<file path="src/rtl/mem_access_unit.sv">
// MEM-stage load/store responder: runs a valid/ready request and response handshake
// to data memory, flags misaligned and timed-out accesses, and pulses completion.
module mem_access_unit #(
  parameter int unsigned ADDR_W  = 32,
  parameter int unsigned DATA_W  = 32,
  parameter int unsigned TIMEOUT = 255
) (
  input  logic              clk,
  input  logic              reset_n,
  input  logic              mem_en,
  input  logic              is_load,
  input  logic              is_store,
  input  logic [ADDR_W-1:0] addr,
  input  logic [DATA_W-1:0] wdata,
  output logic              mem_busy,
  output logic              mem_done,
  output logic              mem_err,
  output logic              err_sticky,
  output logic [DATA_W-1:0] rdata,
  output logic              req_valid,
  input  logic              req_ready,
  output logic              req_we,
  output logic [ADDR_W-1:0] req_addr,
  output logic [DATA_W-1:0] req_wdata,
  input  logic              resp_valid,
  input  logic [DATA_W-1:0] resp_rdata
);

  localparam int unsigned CNT_W = 8;

  typedef enum logic [2:0] {
    S_IDLE = 3'd0,
    S_REQ  = 3'd1,
    S_WAIT = 3'd2,
    S_DONE = 3'd3,
    S_ERR  = 3'd4
  } state_t;

  state_t           state_q;
  state_t           state_d;
  logic [CNT_W-1:0] tmo_cnt;
  logic             tmo_hit_c;
  logic             accept_c;
  logic             busy_d;
  logic             done_d;
  logic             err_d;
  logic             valid_d;

  // The current cycle is the TIMEOUT-th one spent in REQ/WAIT_RESP.
  assign tmo_hit_c = (tmo_cnt == CNT_W'(TIMEOUT - 1));
  assign accept_c  = (state_q == S_IDLE) && mem_en && (is_load ^ is_store) &&
                     (addr[1:0] == 2'b00);

  // State register plus outputs registered from the next state.
  always_ff @(posedge clk) begin
    if (!reset_n) begin
      state_q   <= S_IDLE;
      mem_busy  <= 1'b0;
      mem_done  <= 1'b0;
      mem_err   <= 1'b0;
      req_valid <= 1'b0;
    end else begin
      state_q   <= state_d;
      mem_busy  <= busy_d;
      mem_done  <= done_d;
      mem_err   <= err_d;
      req_valid <= valid_d;
    end
  end

  always_comb begin
    state_d = state_q;
    case (state_q)
      S_IDLE: begin
        if (mem_en) begin
          if (!is_load && !is_store)      state_d = S_DONE;
          else if (is_load && is_store)   state_d = S_ERR;
          else if (addr[1:0] != 2'b00)    state_d = S_ERR;
          else                            state_d = S_REQ;
        end
      end
      S_REQ: begin
        if (req_ready)      state_d = S_WAIT;
        else if (tmo_hit_c) state_d = S_ERR;
      end
      S_WAIT: begin
        if (resp_valid)     state_d = S_DONE;
        else if (tmo_hit_c) state_d = S_ERR;
      end
      S_DONE:  state_d = S_IDLE;
      S_ERR:   state_d = S_IDLE;
      default: state_d = S_IDLE;
    endcase
  end

  always_comb begin
    busy_d  = 1'b0;
    done_d  = 1'b0;
    err_d   = 1'b0;
    valid_d = 1'b0;
    busy_d  = (state_d != S_IDLE);
    done_d  = (state_d == S_DONE) || (state_d == S_ERR);
    err_d   = (state_d == S_ERR);
    valid_d = (state_d == S_REQ);
  end

  // Request latch, timeout counter, load data capture and sticky error.
  always_ff @(posedge clk) begin
    if (!reset_n) begin
      req_we     <= 1'b0;
      req_addr   <= '0;
      req_wdata  <= '0;
      tmo_cnt    <= '0;
      rdata      <= '0;
      err_sticky <= 1'b0;
    end else begin
      if (accept_c) begin
        req_addr  <= addr;
        req_wdata <= wdata;
        req_we    <= is_store;
        tmo_cnt   <= '0;
      end else if ((state_q == S_REQ) || (state_q == S_WAIT)) begin
        tmo_cnt <= tmo_cnt + CNT_W'(1);
      end
      if ((state_q == S_WAIT) && resp_valid && !req_we) begin
        rdata <= resp_rdata;
      end
      if ((state_d == S_ERR) || ((state_q != S_IDLE) && mem_en)) begin
        err_sticky <= 1'b1;
      end
    end
  end

endmodule

</file>
<file path="config.mk">
export PLATFORM = sky130hd
export DESIGN_NAME = mem_access_unit
export DESIGN_NICKNAME = d
export VERILOG_FILES = /design/src/rtl/mem_access_unit.sv
export SDC_FILE = /design/constraint.sdc
export NUM_CORES = 1
export LEC_CHECK = 0
export BUFFER_PORTS_ARGS = -buffer_cell sky130_fd_sc_hd__buf_2
export CAP_MARGIN = 20
export CORE_MARGIN = 3
export CORE_UTILIZATION = 35
export CTS_CLUSTER_DIAMETER = 60
export DETAILED_ROUTE_END_ITERATION = 6
export SLEW_MARGIN = 20
export SYNTH_ARGS = -nofsm -noshare
export SYNTH_HDL_FRONTEND = slang
export SYNTH_SLANG_ARGS = --single-unit
</file>
<file path="constraint.sdc">
create_clock -name clk -period 2 [get_ports clk]
set_input_delay 0.4 -clock clk [delete_from_list [all_inputs] [get_ports clk]]
set_output_delay 0.4 -clock clk [all_outputs]
set_load 0.02 [all_outputs]
</file>
==> results of run 1 <==
-- through the flow --
| step | cells | total power, W | util, % | setup slack [ns] |
|---|---|---|---|---|
| 2_1_floorplan | 506 | 0.002722 | - | 0.4011 |
| 3_3_place_gp | 832 | 0.002946 | 46.35 | -0.04634 |
| 3_5_place_dp | 832 | 0.002956 | 46.39 | 0.2370 |
| 4_1_cts | 863 | 0.006223 | 51.91 | 0.2616 |
| 5_1_grt | 863 | 0.006401 | 51.91 | 0.1083 |
| 6_report | 863 | 0.006150 | 51.91 | 0.2861 |
-- registers in the layout, indices dropped and copies added, names as in the netlist, 3 cells and up --
signal and cells:
state_q 3, rdata 32, req_wdata 32, tmo_cnt 8
req_addr 32
-- critical path: stages (launching register included) --
cell and delay (ns):
dfxtp_1 0.31, buf_4 0.17, nor4b_2 0.39, and3_2 0.37, buf_4 0.20, nand2_1 0.06, a21oi_1 0.13
-- per-layer routing --
metal  global-route usage [%]  part of all wire (%)  vias up
li1                         -                     -     2058
met1                    20.66                    43     1819
met2                    28.21                    48      131
met3                    6.607                   7.4       17
met4                    6.888                   1.9        0
met5                        0                     0        -
-- how the worst max path moves through the flow --
stage	from	endpoint	slack, ns
after floorplan	is_load	req_wdata[20]$_SDFFE_PN0P_	0.40
after global placement	resp_valid	rdata[31]$_SDFFE_PN0P_	-0.05
after detailed placement	is_load	req_valid$_SDFF_PN0_	0.24
after CTS	state_q[0]$_SDFF_PN0_	req_wdata[14]$_SDFFE_PN0P_	0.26
final	state_q[0]$_SDFF_PN0_	req_wdata[14]$_SDFFE_PN0P_	0.29
after global routing	state_q[0]$_SDFF_PN0_	req_wdata[12]$_SDFFE_PN0P_	0.11
-- placed cells by master, fill, tap and decap left out, types with 4 or more instances in the layout --
cell type	n
nand2_1	194
buf_2	204
xnor2_1	7
nor2_1	10
clkbuf_16	17
buf_12	4
nor4b_1	4
bufinv_16	5
dfxtp_1	113
buf_4	9
ha_1	4
a21oi_1	99
clkinv_2	4
inv_1	4
-- cell families (layout without fill, tap and decap cells) --
kind of cell	after synthesis	in the layout
buffers and inverters	39	253
XOR/XNOR	7	7
AO/OA/AOI/OAI	110	110
flip-flops	113	113
AND/OR/NAND/NOR	233	233
adder cells (fa/ha/maj)	4	4
-- synth_stat cells (2+ instances only) --
library cell | instances | area, µm²
a21oi_1 | 99 | 495.5
and2_1 | 2 | 12.51
and3_1 | 3 | 18.77
buf_2 | 7 | 35.03
buf_4 | 8 | 60.06
clkbuf_1 | 18 | 67.56
dfxtp_1 | 113 | 2262
ha_1 | 4 | 50.05
inv_1 | 4 | 15.01
nand2_1 | 194 | 728.2
nand3_1 | 3 | 15.01
nand4_1 | 2 | 12.51
nor2_1 | 10 | 37.54
nor3_1 | 2 | 10.01
nor4b_1 | 4 | 35.03
or3_1 | 2 | 12.51
or3b_1 | 2 | 17.52
xnor2_1 | 7 | 61.31
-- power by group --
part	internal [W]	total [W]	switching, W
logic	0.000222	0.000539	0.000317
clock network	0.00223	0.00324	0.00101
registers	0.00233	0.00237	0.0000398
-- final cells by class --
| type | count | area share, % |
|---|---|---|
| inverters | 5 | 0.3153 |
| clock buffers | 20 | 7.503 |
| flip-flops and latches | 113 | 38.00 |
| well taps | 143 | 3.005 |
| repair buffers | 217 | 19.63 |
| clock inverters | 11 | 3.132 |
| multi-input cells | 354 | 28.42 |
==> metrics.txt, run 1 <==
postcts setup bufs=0; DR vias=4,025; Slew Viols, Final=0; Initial DRT Pass Iterations=4; crit path kind=reg2reg; Final GP Congestion=between 0.8 and 0.9; vias in the first global route=~3,800; Pwr Density=1033 nW/µm²; post-synthesis mux area share=0%; final worst path period need=1.714 ns; DR iter-0 viols=around 210; first-pass GRT wire length=18.29 mm; Clock Skews=0.01041 ns; worst reg2reg path startpoint=state_q[0]$_SDFF_PN0_; Design Area, Final=5953 µm²; Worst Tran Pin Value=0.6941 ns; Synthesis Warnings=0; nature of the critical path startpoint=flip-flop; DP Area=5320 µm²; fill count=1,103; I/O Pins=between 200 and 250; Register Area=2262 µm²; status=complete, no violations; Area Overhead vs Synth=44.05%; Peak VDD IR=about 0.82 mV; post-synthesis cell type count=40; Post-DRT Antenna Nets=0; hold path cells=3; Final period util=85.70%; Max Clk Rate=583.5 MHz; CP required=between 2 and 2.5 ns; largest family of logic cells by synthesized area=simple AND/OR/NAND/NOR gates; Die Y=between 100 and 150 µm; post_cts resized=0; vias per cell=4.664; simple-gate area share of the yosys netlist=23.68%; maximum fanout along the worst path=10; H-tree levels=4; Clock transition at path regs=around 0.06 ns; CTS Sinks=about 110; Max-slew headroom=53.63%; P_leak=around 2.7 nW; CTS Buf Count=17; post-synthesis xor/xnor area fraction=1.483%; R2R Setup Slk=0.29 ns; post-synthesis compound-gate area fraction=14.23%; Initial Util=between 30% and 40%; final wirelength=11.57 mm; R2R depth=6; GRT Util Overall=17.36%; multi-input logic area=1692 µm²; Worst Hold Margin=between 0.2 and 0.25 ns; FF+latch count, synth=between 100 and 150; Post-Syn Instances=506; mapped cell area=just over 4000 µm²; Max-Cap Viols=0; worst path arrival time=2.04 ns; row count=39; Routed wire per std cell=13.40 µm; FF-to-FF End=req_wdata[14]$_SDFFE_PN0P_; grt ovf=0; WHS Endpoint=req_wdata[22]$_SDFFE_PN0P_; pin count of the biggest net entering global routing=43; final setup TNS=0 ns; Final Setup Violations=0; Die Wd=approximately 110 µm; dpl hpwl=8.326 mm; EDFF count, synth=0; layout cells sized above 1=a little over a third; Post-Synth Adder-Cell Area=1.211%; RSZ-0062 raised after global routing=false; final hold violations=0; Hold-fix buffers, CTS=0; antenna cell count=0; die area=13,150 µm²; Port Buffers=204; Placeable Area=11,470 µm²; Worst Hold Class=in2reg; hold wc startpoint=wdata[22]; nets=815; DRC=0; sequential share of the synthesized area=54.74%; CTS tree=yes; Syn Nets=613; Post-Syn Area per Cell=8.167 µm²; initial antenna violation count=0; Worst-Skew Late Latency=0.40 ns; CP endpoint kind=flip-flop; CTS Buffer Depth=2; Main synth FF type=dfxtp_1; CTS root buffer=clkbuf_16; FFs w/ async S/R, synth=0%
Note: power is estimated with default switching activity, not from simulation.
==> inputs of run 2 (changes only) <==
- clock period: 2 -> 1.8 ns (I/O delays scaled with it)
==> metrics.txt, run 2 (synthesized netlist as in run 1, its figures left out) <==
Worst Tran Pin Value=0.5487 ns (-0.1455 ns); H-tree levels=4 (unchanged); status=complete, no violations; GRT Util Overall=17.02% (-0.34 points); RSZ-0062 raised after global routing=false; DR iter-0 viols=219 (+6.8%); R2R depth=4 (-2); crit path kind=reg2reg; Die Wd=114.7 µm (unchanged); Placeable Area=11,470 µm² (unchanged); hold wc startpoint=resp_rdata[2]; Max-Cap Viols=0 (unchanged); Clock Skews=0.004671 ns (-0.005743 ns); Clock transition at path regs=0.05 ns (about the same); Initial DRT Pass Iterations=4 (unchanged); R2R Setup Slk=0.16 ns (-0.13 ns); Initial Util=36.04% (unchanged); Final GP Congestion=0.8064 (-1.5%); total power=0.006565 W (+6.7%); row count=39 (unchanged); most common cell after layout, fill and taps aside=buf_2; Pwr Density=1104 nW/µm² (+6.8%); first-pass GRT wire length=17.66 mm (-3.4%); leading cell types in the layout, fill and taps excluded=204 x buf_2, 194 x nand2_1, 113 x dfxtp_1; CP endpoint=mem_done$_SDFF_PN0_; pin count of the biggest net entering global routing=61 (+42%); vias per cell=4.629 (-0.75%); Routed wire per std cell=13.04 µm (-2.7%); worst path arrival time=1.99 ns (-0.05 ns); worst reg2reg path startpoint=state_q[1]$_SDFF_PN0_; Final Setup Violations=0 (unchanged); CTS Buf Count=17 (unchanged); dpl hpwl=8.083 mm (-2.9%); CTS Sinks=113 (unchanged); CTS root buffer=clkbuf_16; Port Buffers=204 (unchanged); Worst-Skew Late Latency=0.40 ns (about the same); Final Non-Filler Cells=865 (+0.23%); I/O Pins=205 (unchanged); DR vias=4,004 (-0.52%); final wirelength=11.28 mm (-2.5%); CTS tree=yes; Area Overhead vs Synth=43.90%; biggest regs=rdata: 32 flops, req_addr: 32 flops, req_wdata: 32 flops; vias in the first global route=3,774 (+0.48%); CTS Buffer Depth=2 (unchanged); nets=817 (+0.25%); maximum fanout along the worst path=10 (unchanged); P_leak=2.656 nW (about the same); Max Clk Rate=608.3 MHz (+4.3%); final worst path period need=1.644 ns (-0.06994 ns); CP required=2.14 ns (-0.18 ns); Max-slew headroom=63.16% (+9.5 points); nature of the critical path startpoint=flip-flop; Die Y=114.7 µm (unchanged); CP max stage cell=dfxtp_1; Post-DRT Antenna Nets=0 (unchanged); FF-to-FF End=mem_done$_SDFF_PN0_; # placed instances=834 (+0.24%); Slew Viols, Final=0 (unchanged); Final period util=91.33% (+5.6 points); fin util=51.86% (-0.055 points); Worst Hold Class=in2reg; initial antenna violation count=0 (unchanged); Peak VDD IR=0.6486 mV (-21%); slowest stage delay, CP=0.50 ns (+0.11 ns); DRC=0 (unchanged); grt ovf=0 (unchanged); postcts setup bufs=0 (unchanged); CP endpoint kind=flip-flop; final hold violations=0 (unchanged); die area=13,150 µm² (unchanged); layout cells sized above 1=35.18% (-0.098 points); crit-path cells=or3b_1 -> a2111o_1 -> a21oi_2 -> a31o_1; Critical path origin=state_q[1]$_SDFF_PN0_; final setup TNS=0 ns (unchanged); antenna cell count=0 (unchanged)
==> run 2: cell types whose count changed in the layout (fill, tap and decap cells not counted), sizes merged <==
cell	delta
clkbuf	+8
clkinv	-5
bufinv	-3
buf	+2
==> run 2: layout make-up <==
| type | instances | area (µm²) |
|---|---|---|
| fillers | 1136 | 5520 |
| flip-flops and latches | 113 | 2262 |
| multi-input cells | 354 | 1687 |
| repair buffers | 219 | 1196 |
| clock buffers | 28 | 536.8 |
| well taps | 143 | 178.9 |
| clock inverters | 3 | 67.56 |
| inverters | 5 | 18.77 |
==> run 2: per-stage QoR <==
stage                     area (µm²)  worst slack (ns)  hold WS, ns
final                           5947            0.1560       0.1917
after global placement          5343            0.1838       0.4388
after global routing            5947          0.008068       0.1707
after CTS                       5947           0.06806       0.1680
after detailed placement        5343           0.08204       0.4439
after floorplan                 4133            0.2411       0.4817
==> run 2: what timing repair did <==
action | 4_1_cts | 5_1_grt
hold buffers | 0 | 0
hold endpoints to repair | 0 | 0
setup endpoints to repair | 0 | 2
resized for setup | 0 | 1
==> run 2: worst min path at each step <==
stage / slack, ns / cells past startpoint / endpoint
floorplan: 0.48 / 1 / state_q[0]$_SDFF_PN0_
global placement: 0.44 / 2 / rdata[27]$_SDFFE_PN0P_
detailed placement: 0.44 / 2 / rdata[21]$_SDFFE_PN0P_
CTS: 0.17 / 3 / req_wdata[24]$_SDFFE_PN0P_
global route: 0.17 / 3 / rdata[8]$_SDFFE_PN0P_
finish: 0.19 / 3 / rdata[2]$_SDFFE_PN0P_
==> run 2: per-layer routing <==
layer  part of all wire (%)  track usage [%]  wire length [µm]  vias to the layer above
met5                      0                0                 0                        -
met4                    1.8            7.997               202                        0
li1                       -                -                 -                     2062
met1                     40            19.12              4514                     1799
met3                    7.7            7.030               866                       16
met2                     51            27.98              5697                      127
==> run 2: critical path: cells and delay by family, from the launching register on <==
kind,cells,cell delay (ns)
DFF,1,0.50
AOI/OAI and AO/OA,3,0.70
and+or+nand+nor,1,0.39
==> run 2: power breakdown <==
part / internal [W] / total [W] / switching [W] / leakage [nW]
clock network: 0.00229 / 0.00332 / 0.00104 / 0.293
registers: 0.00259 / 0.00264 / 0.0000514 / 0.914
logic: 0.000255 / 0.000599 / 0.000344 / 1.45
total: 0.00513 / 0.00656 / 0.00143 / 2.66
